==> src/rtl/serial_sum_collector.sv <==
// Assembles LSB-first sum/carry bits from a bit-serial adder into a parallel word
// with final carry-out and signed-overflow, presented on a valid/ready handshake.
module serial_sum_collector #(
   parameter int WIDTH = 4
) (
   input  logic             clk,
   input  logic             rst,
   input  logic             start,
   input  logic             bit_valid,
   input  logic             s_in,
   input  logic             c_in,
   output logic [WIDTH-1:0] sum,
   output logic             cout,
   output logic             ovf,
   output logic             out_valid,
   input  logic             out_ready,
   output logic             busy,
   output logic             overrun
);

   localparam int CW = $clog2(WIDTH + 1);
   localparam logic [1:0] S_IDLE    = 2'd0;
   localparam logic [1:0] S_COLLECT = 2'd1;
   localparam logic [1:0] S_HOLD    = 2'd2;
   localparam logic [CW-1:0] LAST   = CW'(WIDTH - 1);

   logic [1:0]       state;
   logic [CW-1:0]    cnt;
   logic [WIDTH-1:0] shreg;
   logic [WIDTH-1:0] shifted;
   logic             prev_c;

   assign shifted   = {s_in, shreg[WIDTH-1:1]};
   assign out_valid = (state == S_HOLD);
   assign busy      = (state == S_COLLECT);

   always_ff @(posedge clk or posedge rst) begin
      if (rst) begin
         state   <= S_IDLE;
         cnt     <= '0;
         shreg   <= '0;
         prev_c  <= 1'b0;
         sum     <= '0;
         cout    <= 1'b0;
         ovf     <= 1'b0;
         overrun <= 1'b0;
      end else begin
         case (state)
            S_IDLE: begin
               if (start) begin
                  state   <= S_COLLECT;
                  cnt     <= '0;
                  shreg   <= '0;
                  prev_c  <= 1'b0;
                  overrun <= 1'b0;
               end
            end
            S_COLLECT: begin
               if (start) begin
                  // restart discards any partial word and the bit in this cycle
                  cnt     <= '0;
                  shreg   <= '0;
                  prev_c  <= 1'b0;
                  overrun <= 1'b0;
               end else if (bit_valid) begin
                  shreg  <= shifted;
                  prev_c <= c_in;
                  if (cnt == LAST) begin
                     // prev_c is the carry into the MSB
                     sum   <= shifted;
                     cout  <= c_in;
                     ovf   <= prev_c ^ c_in;
                     cnt   <= '0;
                     state <= S_HOLD;
                  end else begin
                     cnt <= cnt + CW'(1);
                  end
               end
            end
            S_HOLD: begin
               if (out_ready && start) begin
                  state   <= S_COLLECT;
                  cnt     <= '0;
                  shreg   <= '0;
                  prev_c  <= 1'b0;
                  overrun <= 1'b0;
               end else begin
                  if (out_ready) state <= S_IDLE;
                  if (bit_valid) overrun <= 1'b1;
               end
            end
            default: state <= S_IDLE;
         endcase
      end
   end

endmodule
==> config.mk <==
export PLATFORM = sky130hd
export DESIGN_NAME = serial_sum_collector
export DESIGN_NICKNAME = d
export VERILOG_FILES = /design/src/rtl/serial_sum_collector.sv
export SDC_FILE = /design/constraint.sdc
export NUM_CORES = 1
export LEC_CHECK = 0
export CAP_MARGIN = 10
export CORE_MARGIN = 3
export CORE_UTILIZATION = 36
export DETAILED_ROUTE_END_ITERATION = 10
export GPL_TIMING_DRIVEN = 0
export SYNTH_ARGS = -nofsm -noshare
export SYNTH_HDL_FRONTEND = slang
export SYNTH_SLANG_ARGS = --single-unit
==> constraint.sdc <==
create_clock -name clk -period 4.72 [get_ports clk]
set_clock_uncertainty 0.15 [all_clocks]
set_input_delay 0.944 -clock clk [delete_from_list [all_inputs] [get_ports clk]]
set_output_delay 0.944 -clock clk [all_outputs]
set_load 0.05 [all_outputs]
==> results of run 1 <==
per-stage QoR:
step,cell area (um^2),total power (uW),std cells,hold WS (ns),setup slack [ns]
after floorplan,748,328,65,0.312,2.47
after global placement,930,387,105,0.332,1.88
after detailed placement,930,392,105,0.340,1.86
after CTS,966,484,109,0.354,1.83
after global routing,966,510,109,0.378,1.72
final,966,479,109,0.355,1.85
final timing paths:
check	endpoint	startpoint	slack, ns	cells after the start
min	cnt[0]	cnt[0]	0.36	1
max reg2reg	sum[1]	state[1]	2.87	4
max	out_valid	state[0]	1.85	2
min in group asynchronous	cout	rst	0.87	2
min reg2reg	cnt[0]	cnt[0]	0.36	1
max in group asynchronous	sum[2]	rst	3.16	2
placed cells by master, fill, tap and decap left out, drive strengths merged, types with 2 or more instances in the layout:
master,instances
and2b,2
nand3b,3
nand2,12
dfrtp,16
clkdlybuf4s50,15
a21oi,3
clkbuf,4
nor2b,2
mux2i,5
inv,3
mux2,6
o21ai,3
nor2,2
registers in the layout, summed over array words and instances (netlist names):
signal,flops
cnt,3
cout,1
overrun,1
ovf,1
prev_c,1
shreg,3
state,2
sum,4
layout make-up:
cell class                 count  area [um^2]  share of cell area (%)
multi-input combinational     45          329                    34.1
buffer                         1         7.51                   0.777
timing repair buffer          15          150                    15.5
sequential                    16          400                    41.5
clock buffer                   4         36.3                    3.76
inverter                       3         11.3                    1.17
tap                           25         31.3                    3.24
routing by layer:
metal,vias up,global-route usage (%),wire (um),part of all wire [%]
li1,258,-,-,-
met4,0,3.93,12,0.84
met5,-,0,0,0
met1,249,16.1,642,45
met2,16,18.9,688,48
met3,2,5.16,82,5.8
report_power, final:
part | switching (uW) | total [uW] | internal (uW)
Combinational | 117 | 195 | 78.2
Clock | 45.6 | 92.6 | 47.0
Sequential | 21.9 | 192 | 170
Total | 184 | 479 | 295
worst reg2reg max path, cell delays in order, from the launching register on:
cell     delay (ns)
dfrtp_1        0.48
nor3b_4        0.38
and3_1         0.22
buf_4          0.16
mux2_2         0.34
logic make-up after synthesis:
kind of cell	count (synthesis)
buf+inv	4
flops	16
xor+xnor	1
fa+ha+maj	1
mux	11
compound gates	8
simple gates	24
==> results.ini, run 1 <==
[detailed_routing]
vias_per_cell = 4.82
drt_first_pass_iters = 4
drc = 0
post_drt_wl_per_cell_um = 13.1
vias = 525
drt_iter0_markers = 5
drtAntennaViolNets = 0
drt-total-wl_mm = 1.43

[global_route]
grt_max_degree = 17
grt_pass1_vias = 506
overflow = 0
grtUsageTotal_pct = 12.5
antenna_found_initial = 0
grt_pass1_wl_mm = 2.40

[cts]
clock_latency_ns = 0.29
cts.clk_slew.worst_paths_ns = 0.10
root_buffer = clkbuf_4
cts.repair.resized = 0
cts_setup_buffers = 0
cts_tree = yes
holdBufCountCts = 0
cts_buffers = 3
cts_buffer_depth = 2
htreeDepth = 1
cts.sinks = 16

[hold_path]
min_path_type = register to register

[setup_path]
path_cells = and2b_1, clkdlybuf4s50_1
path_buf_inv = 1
worst_path_max_delay_cell = clkdlybuf4s50_1
path_delay_family = buffers and inverters
worstSetupPathType = register to primary output
slowest_delay_ns = 0.80
worstPathMaxFanout = 7
end_kind = primary output
worst_ep_arrival_time_ns = 1.78
required_ns = 3.63
critPathLaunchType = register

[sta]
max-slew-margin-rel_pct = 59.8
fin_tns_setup_ns = 0
setup_viol = 0
fmax_mhz = 348
worst_pin_slew_ns = 0.603
period_share_pct = 60.8
rsz0062_at_grt = false
period_needed_ns = 2.87
slew_violations = 0
hold_violations = 0

[placed_design]
place_hpwl_mm = 1.00
gp_congestion = 0.677
port-buffer-count = 15

[synth]
synth_top_family_by_area = simple AND/OR/NAND/NOR gates
synthArstFlopShare_pct = 100
ys_dominant_reg_cell = dfrtp_1
synth_edf_count = 0
synthMuxAreaShare_pct = 15.7
netlist_instances = 65
ys_types = 20
yosysSeqAreaShare_pct = 53.5
synth_nets = 73
synth_common_cells = 16 x dfrtp_1, 12 x nand2_1, 6 x mux2_2
synth_area_um2 = 748
synth.largest_area_cell = dfrtp_1
synth_area_per_cell_um2 = 11.5
yosysMostFrequentCell = dfrtp_1
yosysWarnings = 0
synth-compound-area-share_pct = 6.69
yosys.area_share.simple_pct = 18.7
synth_xor_area_share_pct = 1.17
synth_fa_ha_area_share_pct = 1.67
synth_area_leaders = dfrtp_1 54%, mux2_2 9.0%, mux2i_1 6.7%
ys_seq_elements = 16
synth_top_cell_area_share_pct = 53.5

[finish]
utilization_pct = 52.5
n_antenna_cell = 0
areaGrowthSynthToFinish_pct = 29.1
fill_cells = 194
fin_nets = 93
layout-drive-gt1-share_pct = 16.7

[pwr]
power_density_mw_per_mm2 = 496
leakagePower_uw = 0.000471
ir_worst_vdd_mv = 0.287

[floorplanning]
core_area_mm2 = 0.00184
initial_core_util_pct = 40.7
io_pins = 16
num_rows = 15
die_x_um = 51.6
die_area_mm2 = 0.00266
die_h_um = 51.6

[status]
outcome = finished, final reports clean

[job]
cap_violations = 0

(Power assumes the default switching activity.)
==> inputs of run 2 (changes only) <==
==> constraint.sdc (replaced) <==
create_clock -name clk -period 2.8 [get_ports clk]
set_clock_uncertainty 0.15 [all_clocks]
set_input_delay 0.56 -clock clk [delete_from_list [all_inputs] [get_ports clk]]
set_output_delay 0.56 -clock clk [all_outputs]
set_load 0.05 [all_outputs]
==> results of run 2 <==
The final DEF is identical to that of run 1. Status: finished, final reports clean.
Main changes from that run: setup slack after placement 1.86 ns -> 0.324 ns; setup slack after layout 1.85 ns -> 0.314 ns; register-to-register setup slack 2.87 ns -> 0.95 ns; total power 479 uW -> 808 uW; worst IR drop on VDD 0.287 mV -> 0.484 mV
==> inputs of run 3 (changes only) <==
--- a/config.mk
+++ b/config.mk
@@ -8,8 +8,10 @@
 export CAP_MARGIN = 10
 export CORE_MARGIN = 3
 export CORE_UTILIZATION = 36
+export CTS_CLUSTER_SIZE = 30
 export DETAILED_ROUTE_END_ITERATION = 10
 export GPL_TIMING_DRIVEN = 0
+export SLEW_MARGIN = 20
 export SYNTH_ARGS = -nofsm -noshare
 export SYNTH_HDL_FRONTEND = slang
 export SYNTH_SLANG_ARGS = --single-unit
==> results of run 3 <==
The final DEF is identical to that of run 1. Status: finished, final reports clean.
Main changes from that run: setup slack after placement 1.86 ns -> 0.324 ns; setup slack after layout 1.85 ns -> 0.314 ns; register-to-register setup slack 2.87 ns -> 0.95 ns; total power 479 uW -> 808 uW; worst IR drop on VDD 0.287 mV -> 0.484 mV
